<file path="src/rtl/vga_pkg.sv">
// vga_pkg: shared VGA geometry defaults and capture FSM state type
package vga_pkg;
  localparam int VGA_H_ACTIVE = 640;
  localparam int VGA_V_ACTIVE = 480;
  localparam int VGA_H_AW = 10;
  localparam int VGA_V_AW = 9;
  typedef enum logic {IDLE, LOCKED} cap_state_t;
endpackage

</file>
<file path="src/rtl/vga_edge_det.sv">
// vga_edge_det: input register stage (S1) plus previous-value register with falling-edge pulses
// ports: clk, rst (async active-low), d (raw inputs), q (S1 value), fall (S1 low while previous S1 high)
module vga_edge_det #(
  parameter int W = 3,
  parameter logic [W-1:0] INIT = '0
) (
  input  logic         clk,
  input  logic         rst,
  input  logic [W-1:0] d,
  output logic [W-1:0] q,
  output logic [W-1:0] fall
);
  logic [W-1:0] prev;
  always_ff @(posedge clk or negedge rst)
    if (!rst) begin
      q <= INIT;
      prev <= INIT;
    end else begin
      q <= d;
      prev <= q;
    end
  assign fall = prev & ~q;
endmodule

</file>
<file path="src/rtl/vga_capture.sv">
// vga_capture: rebuilds pixel coordinates from a VGA stream, writes active pixels, checks frame geometry
// ports: clk, rst (async active-low); vga_* stream in; wr_en/wr_addr/wr_data frame-buffer write;
//        locked, frame_done, frame_err (with frame_done), frame_cnt (error-free frames)
module vga_capture import vga_pkg::*; #(
  parameter int H_ACTIVE = VGA_H_ACTIVE,
  parameter int V_ACTIVE = VGA_V_ACTIVE,
  parameter int H_AW = VGA_H_AW,
  parameter int V_AW = VGA_V_AW
) (
  input  logic                 clk,
  input  logic                 rst,
  input  logic                 vga_hsync,
  input  logic                 vga_vsync,
  input  logic                 vga_blank_n,
  input  logic [7:0]           vga_r,
  input  logic [7:0]           vga_g,
  input  logic [7:0]           vga_b,
  output logic                 wr_en,
  output logic [V_AW+H_AW-1:0] wr_addr,
  output logic [23:0]          wr_data,
  output logic                 locked,
  output logic                 frame_done,
  output logic                 frame_err,
  output logic [15:0]          frame_cnt
);
  localparam logic [H_AW-1:0] H_MAX = H_AW'(H_ACTIVE);
  localparam logic [V_AW-1:0] V_MAX = V_AW'(V_ACTIVE);
  logic [2:0] s1, fl;
  logic [23:0] rgb_s1;
  cap_state_t state;
  logic [H_AW-1:0] h_cnt, h_eff;
  logic [V_AW-1:0] v_cnt, v_eff;
  logic line_err, hs_fall, vs_fall, bl, bl_fall, run, pix, h_ok, v_ok, geo_err, eol;
  // syncs idle high, blank_n idles low
  vga_edge_det #(.W(3), .INIT(3'b110)) u_edge (
    .clk(clk), .rst(rst), .d({vga_hsync, vga_vsync, vga_blank_n}), .q(s1), .fall(fl)
  );
  always_ff @(posedge clk or negedge rst)
    if (!rst) rgb_s1 <= '0;
    else rgb_s1 <= {vga_r, vga_g, vga_b};
  // counters as seen by the current S1 pixel: frame start wins over line start
  always_comb begin
    hs_fall = fl[2];
    vs_fall = fl[1];
    bl = s1[0];
    bl_fall = fl[0];
    h_eff = (vs_fall || hs_fall) ? '0 : h_cnt;
    v_eff = vs_fall ? '0 : v_cnt;
    run = state == LOCKED || vs_fall;
    pix = run && bl;
    h_ok = h_eff < H_MAX;
    v_ok = v_eff < V_MAX;
    geo_err = line_err || v_cnt != V_MAX;
    eol = bl_fall && !vs_fall;
  end
  always_ff @(posedge clk or negedge rst)
    if (!rst) begin
      state <= IDLE;
      h_cnt <= '0;
      v_cnt <= '0;
      line_err <= 1'b0;
      wr_en <= 1'b0;
      wr_addr <= '0;
      wr_data <= '0;
      locked <= 1'b0;
      frame_done <= 1'b0;
      frame_err <= 1'b0;
      frame_cnt <= '0;
    end else begin
      wr_en <= pix && h_ok && v_ok;
      wr_addr <= {v_eff, h_eff};
      wr_data <= rgb_s1;
      frame_done <= vs_fall && state == LOCKED;
      frame_err <= vs_fall && state == LOCKED && geo_err;
      if (vs_fall) begin
        state <= LOCKED;
        locked <= 1'b1;
        if (state == LOCKED && !geo_err) frame_cnt <= frame_cnt + 16'd1;
      end
      if (run) begin
        h_cnt <= (pix && h_ok) ? h_eff + 1'b1 : h_eff;
        v_cnt <= (eol && v_cnt != V_MAX) ? v_cnt + 1'b1 : v_eff;
        line_err <= (line_err && !vs_fall) || (pix && !h_ok) || (eol && (h_cnt != H_MAX || v_cnt == V_MAX));
      end
    end
endmodule
</file>
<file path="config.mk">
export PLATFORM = sky130hd
export DESIGN_NAME = vga_capture
export DESIGN_NICKNAME = d
export VERILOG_FILES = /design/src/rtl/vga_pkg.sv /design/src/rtl/vga_edge_det.sv /design/src/rtl/vga_capture.sv
export SDC_FILE = /design/constraint.sdc
export NUM_CORES = 1
export LEC_CHECK = 0
export CAP_MARGIN = 5
export CORE_UTILIZATION = 29
export DETAILED_ROUTE_END_ITERATION = 7
export GPL_ROUTABILITY_DRIVEN = 0
export MAX_ROUTING_LAYER = met4
export SLEW_MARGIN = 15
export SYNTH_ARGS = -nofsm -noshare
export SYNTH_HDL_FRONTEND = slang
export SYNTH_SLANG_ARGS = --single-unit
</file>
<file path="constraint.sdc">
create_clock -name clk -period 2.8 [get_ports clk]
set_input_delay 0.28 -clock clk [delete_from_list [all_inputs] [get_ports clk]]
set_output_delay 0.28 -clock clk [all_outputs]
set_load 0.01 [all_outputs]
</file>
==> results.py, run 1 <==
metrics = {
    "yosys": {
        "synthesis.instances": 289,
        "synth_compound_area_frac": 0.0234,
        "synth_warnings": 0,
        "synth_area_per_cell_um2": 13.9,
        "netlist_area_mm2": 0.00402,
        "synth-seq-cells": 113,
        "synth_mux_area_frac": 0.0115,
        "synth_edf_count": 0,
        "synthSimpleGateAreaFrac": 0.167,
        "ys_seq_area_frac": 0.705,
        "async_flop_share": 1.00,
        "synthDistinctLibCells": 48,
        "synthAdderAreaFrac": 0.0125,
        "synth_top_family_by_area": "simple AND/OR/NAND/NOR gates",
        "synthXorXnorAreaFrac": 0.0629,
        "ys.flop_type": "dfrtp_1",
        "syn_nets": 322,
    },
    "min_path": {
        "min_from": "vga_hsync",
        "hp-class": "primary input to flop",
    },
    "critical_path": {
        "crit_fanout": 13,
        "crit_required_ns": 3.09,
        "r2r_start": "u_edge.q[1]",
        "critPathLaunchType": "flop",
        "end_kind": "flop",
        "slowest_stage": "dfstp_2",
        "rrSetupSlack_ns": 0.76,
        "slowest_delay_ns": 0.55,
        "cp.depth": 6,
        "worst-path-buf-inv": 0,
        "timing.rr.end": "h_cnt[4]",
        "crit_end": "h_cnt[4]",
        "critical-path-top-delay-family": "simple AND/OR/NAND/NOR gates",
        "path_cells": "nand2b_1 > and3_1 > ha_1 > o2111ai_1 > nor3_1 > xnor2_1",
        "critPathArrivalTime_ns": 2.32,
        "crit_start": "u_edge.q[1]",
        "r2r_cells": 6,
        "crit_type": "flop to flop",
    },
    "grt": {
        "grt_max_degree": 60,
        "grt_pass1_wl_um": 13900,
        "antenna_found_initial": 0,
        "grt_use_total": 0.131,
        "grt_pass1_vias": 2784,
        "grt-ovfl-total": 0,
    },
    "place": {
        "placed_area_mm2": 0.00515,
        "dp_hpwl_um": 5630,
        "preCtsSetupSlack_ns": 0.785,
        "io_buffers": 91,
    },
    "clock_tree": {
        "postCtsHoldBufs": 1,
        "path_clk_slew_ns": 0.06,
        "cts_setup_buffers": 0,
        "htreeDepth": 4,
        "cts_root_buffer": "clkbuf_16",
        "clock_latency_ns": 0.41,
        "cts_sinks": 113,
        "cts_tree": "done",
        "cts_buffer_depth": 2,
        "ctsResizeCount": 0,
        "cts_buffers": 17,
    },
    "timing": {
        "period_share": 0.728,
        "setup_viol": 0,
        "worst_pin_slew_ns": 0.750,
        "setup_ws_ns": 0.763,
        "hold_viol_final": 0,
        "fin_crit_ns": 2.04,
        "drv_slew": 0,
        "clock_skew_ns": 0.0143,
        "rsz0062_at_grt": "no",
        "setup_tns_ns": 0,
        "hold_ws_ns": 0.292,
        "fmaxAchievable_mhz": 491,
        "slew_headroom": 0.500,
    },
    "power": {
        "p_leak_nw": 2.56,
        "peakVddDrop_v": 0.000431,
        "p_per_area_mw_per_mm2": 715,
    },
    "routing": {
        "num_vias": 2609,
        "ant_nets": 0,
        "drc": 0,
        "dr.pass1.iters": 4,
        "drt-vias-per-instance": 4.48,
        "wl_um": 8230,
        "first_iter_violations": 175,
        "wl_per_cell_um": 14.1,
    },
    "finish": {
        "final_util": 0.428,
        "drive_gt1_frac": 0.116,
        "final_common_cell": "dfrtp_1",
        "fin_nets": 427,
        "area.growth.synth_to_final_pct": 42.9,
        "layout_common_cells": "dfrtp_1, clkdlybuf4s50_1, xnor2_1, and3_1, clkbuf_16",
        "diodes": 0,
        "fillers": 1215,
        "fin_area_mm2": 0.00574,
    },
    "die": {
        "core_area_mm2": 0.0134,
        "row_count": 42,
        "dieArea_mm2": 0.0143,
        "die_x_um": 120,
        "start_util": 0.300,
        "die_h_um": 120,
        "ios": 92,
    },
    "outcome": {
        "status": "finished clean",
    },
    "run": {
        "cap_violations": 0,
    },
}
[worst min path at each step]
| stage | slack (ns) | end | depth (start not counted) |
|---|---|---|---|
| final | 0.29 | u_edge.q[2] | 1 |
| after global routing | 0.29 | u_edge.q[2] | 1 |
| after CTS | 0.28 | u_edge.q[2] | 1 |
| after detailed placement | 0.33 | wr_data[19] | 0 |
| after global placement | 0.33 | wr_data[10] | 0 |
| after floorplan | -0.02 | frame_cnt[0] | 0 |
[logic make-up after synthesis]
kind of cell             count (synthesis)
flip-flops                             113
AND/OR/NAND/NOR                        109
XOR/XNOR                                28
buffers and inverters                   17
AO/OA/AOI/OAI                           14
multiplexers                             4
adder cells (fa/ha/maj)                  4
[registers in the layout (all words and copies together) (netlist names)]
signal       flops
frame_cnt       16
frame_done       1
frame_err        1
h_cnt           10
line_err         1
locked           1
rgb_s1          24
u_edge.prev      3
u_edge.q         3
v_cnt            9
wr_addr         19
wr_data         24
wr_en            1
[routing by layer]
layer  vias to the layer above  part of all wire  global-route usage
met5                         -                 0                   -
met4                         0             0.016              0.0578
met3                        16             0.062              0.0490
met2                        81              0.49               0.203
met1                      1302              0.44               0.152
li1                       1210                 -                   -
[area by class of cell]
class | instances | area [um2] | area share
sequential | 113 | 2830 | 0.493
clock buffer | 19 | 443 | 0.0772
inverter | 6 | 22.5 | 0.00392
timing repair buffer | 97 | 968 | 0.169
clock inverter | 12 | 141 | 0.0246
tap | 176 | 220 | 0.0384
multi-input combinational | 159 | 1110 | 0.194
[cell usage after synthesis (all sizes together) (4+ instances only)]
cell	count	share of area
dfrtp	109	0.68
and2	8	0.012
nand4	10	0.016
nor3	6	0.0075
a21oi	4	0.0059
dfstp	4	0.026
nor2	13	0.012
o21ai	5	0.0062
inv	6	0.0056
buf	5	0.0065
and3	18	0.028
and4	6	0.013
ha	4	0.012
xnor2	22	0.050
xor2	6	0.013
clkbuf	6	0.0056
nand2	17	0.017
nand3	7	0.0087
[metrics by stage]
stage,power [mW],cells
final,4.10,582
after CTS,4.17,582
after global routing,4.27,582
after detailed placement,2.05,550
after floorplan,1.87,289
after global placement,2.04,550
[power breakdown]
group	switching (mW)	internal, mW	total (mW)
Sequential	0.0404	1.71	1.75
Combinational	0.126	0.139	0.265
Clock	0.685	1.40	2.09
Total	0.852	3.25	4.10
(Power assumes the default switching activity.)
==> run 2: changes to the inputs <==
clock period = 1.96 ns   (was 2.8 ns; I/O delays follow)
==> run 2 against run 1 <==
Effect of this change:
- first-iteration DRC count is 6.9% higher
- worst setup slack worse by 0.64 ns
- non-clock buffer count up 7
- worst hold slack worse by 0.11 ns
- highest routed layer unchanged
==> results.py, run 2 (synthesized netlist as in run 1, its figures left out) <==
metrics = {
    "clock_tree": {
        "cts_tree": "done",
        "path_clk_slew_ns": 0.05,
        "cts_setup_buffers": 0,
        "cts_buffers": 17,
        "clock_latency_ns": 0.41,
        "htreeDepth": 4,
        "cts_root_buffer": "clkbuf_16",
        "cts_sinks": 113,
        "cts_buffer_depth": 2,
    },
    "critical_path": {
        "critPathArrivalTime_ns": 2.12,
        "timing.rr.end": "frame_cnt[1]",
        "crit_required_ns": 2.25,
        "r2r_start": "v_cnt[0]",
        "end_kind": "flop",
        "crit_fanout": 6,
        "r2r_cells": 6,
        "crit_end": "frame_cnt[1]",
        "crit_start": "v_cnt[0]",
        "critPathLaunchType": "flop",
        "rrSetupSlack_ns": 0.12,
        "crit_type": "flop to flop",
    },
    "place": {
        "dp_hpwl_um": 5760,
        "placed_area_mm2": 0.00520,
        "preCtsSetupSlack_ns": 0.119,
        "io_buffers": 91,
    },
    "power": {
        "p_leak_nw": 2.57,
        "power_mw": 5.62,
        "peakVddDrop_v": 0.000566,
        "p_per_area_mw_per_mm2": 979,
    },
    "timing": {
        "slew_headroom": 0.719,
        "fmaxAchievable_mhz": 545,
        "hold_viol_final": 0,
        "period_share": 0.937,
        "clock_skew_ns": 0.00859,
        "rsz0062_at_grt": "no",
        "worst_pin_slew_ns": 0.421,
        "setup_tns_ns": 0,
        "drv_slew": 0,
        "setup_ws_ns": 0.124,
        "setup_viol": 0,
        "fin_crit_ns": 1.84,
    },
    "die": {
        "die_x_um": 120,
        "row_count": 42,
        "core_area_mm2": 0.0134,
        "dieArea_mm2": 0.0143,
        "start_util": 0.300,
        "ios": 92,
        "die_h_um": 120,
    },
    "finish": {
        "layout.area.seq_mm2": 0.00283,
        "drive_gt1_frac": 0.127,
        "area.growth.synth_to_final_pct": 42.9,
        "fillers": 1198,
        "diodes": 0,
        "multi_input_area_mm2": 0.00112,
        "fin_area_mm2": 0.00574,
        "final_common_cell": "dfrtp_1",
        "fin_nets": 434,
        "layout_common_cells": "dfrtp_1, clkdlybuf4s50_1, xnor2_1, and3_1, clkbuf_16",
        "largestRegisters": "rgb_s1: 24 flops, wr_data: 24 flops, wr_addr: 19 flops",
    },
    "grt": {
        "grt_use_total": 0.132,
        "antenna_found_initial": 0,
        "grt_pass1_vias": 2689,
        "grt_max_degree": 51,
        "grt_pass1_wl_um": 13700,
        "grt-ovfl-total": 0,
    },
    "outcome": {
        "status": "finished clean",
    },
    "routing": {
        "drt-vias-per-instance": 4.44,
        "dr.pass1.iters": 4,
        "num_vias": 2609,
        "first_iter_violations": 187,
        "ant_nets": 0,
        "wl_per_cell_um": 14.1,
        "drc": 0,
        "wl_um": 8280,
    },
    "min_path": {
        "hp-class": "primary input to async pin",
    },
    "run": {
        "cap_violations": 0,
    },
}
run 2: changes by cell type in the layout (fill, tap and decap cells not counted):
cell | before | now
clkinv_4 | 1 | 0
bufinv_16 | 3 | 1
buf_4 | 5 | 12
clkbuf_1 | 1 | 2
nor3_2 | 0 | 1
clkbuf_8 | 1 | 2
nor3_1 | 6 | 5
clkinvlp_4 | 1 | 0
run 2: cell type report:
type,instances,share of cell area
tap,176,0.0384
clock inverter,8,0.0113
inverter,6,0.00392
timing repair buffer,104,0.178
sequential,113,0.494
clock buffer,21,0.0802
multi-input combinational,159,0.195
run 2: metrics by stage:
| stage | std cells | utilization | hold slack (ns) |
|---|---|---|---|
| 2_1_floorplan | 289 | - | -0.0996 |
| 3_3_place_gp | 557 | 0.388 | 0.0621 |
| 3_5_place_dp | 557 | 0.388 | 0.0666 |
| 4_1_cts | 587 | 0.428 | 0.175 |
| 5_1_grt | 587 | 0.428 | 0.191 |
| 6_report | 587 | 0.428 | 0.186 |
run 2: per-layer routing:
layer,GRT usage,share of wire
met1,0.158,0.44
met2,0.194,0.48
met3,0.0518,0.056
met4,0.0648,0.018
met5,-,0
run 2: repair_timing:
action / 4_1_cts / 5_1_grt
setup endpoints to repair: 0 / 2
gates resized for setup: 0 / 1
hold endpoints to repair: 86 / 0
hold buffers: 1 / 0
run 2: worst min-delay path by stage:
stage / start / slack, ns / to / cells after the start
floorplan: rst / -0.1 / frame_cnt[0] / 0
finish: rst / 0.19 / rgb_s1[4] / 2
detailed placement: rst / 0.07 / wr_data[0] / 1
global route: rst / 0.19 / rgb_s1[4] / 2
CTS: rst / 0.17 / rgb_s1[4] / 2
global placement: rst / 0.06 / wr_data[0] / 1
run 2: worst max-delay path, cell delays in order, from the launching register on:
cell	delay, ns
dfrtp_1	0.42
inv_1	0.10
ha_1	0.15
nor4b_4	0.25
nand2_2	0.14
or3_4	0.36
mux2_4	0.30
run 2: report_power, final:
part           internal, mW  switching [mW]  total (mW)
Sequential             2.45          0.0590        2.50
Combinational         0.209           0.187       0.395
Clock                  1.76           0.955        2.72
Total                  4.42            1.20        5.62
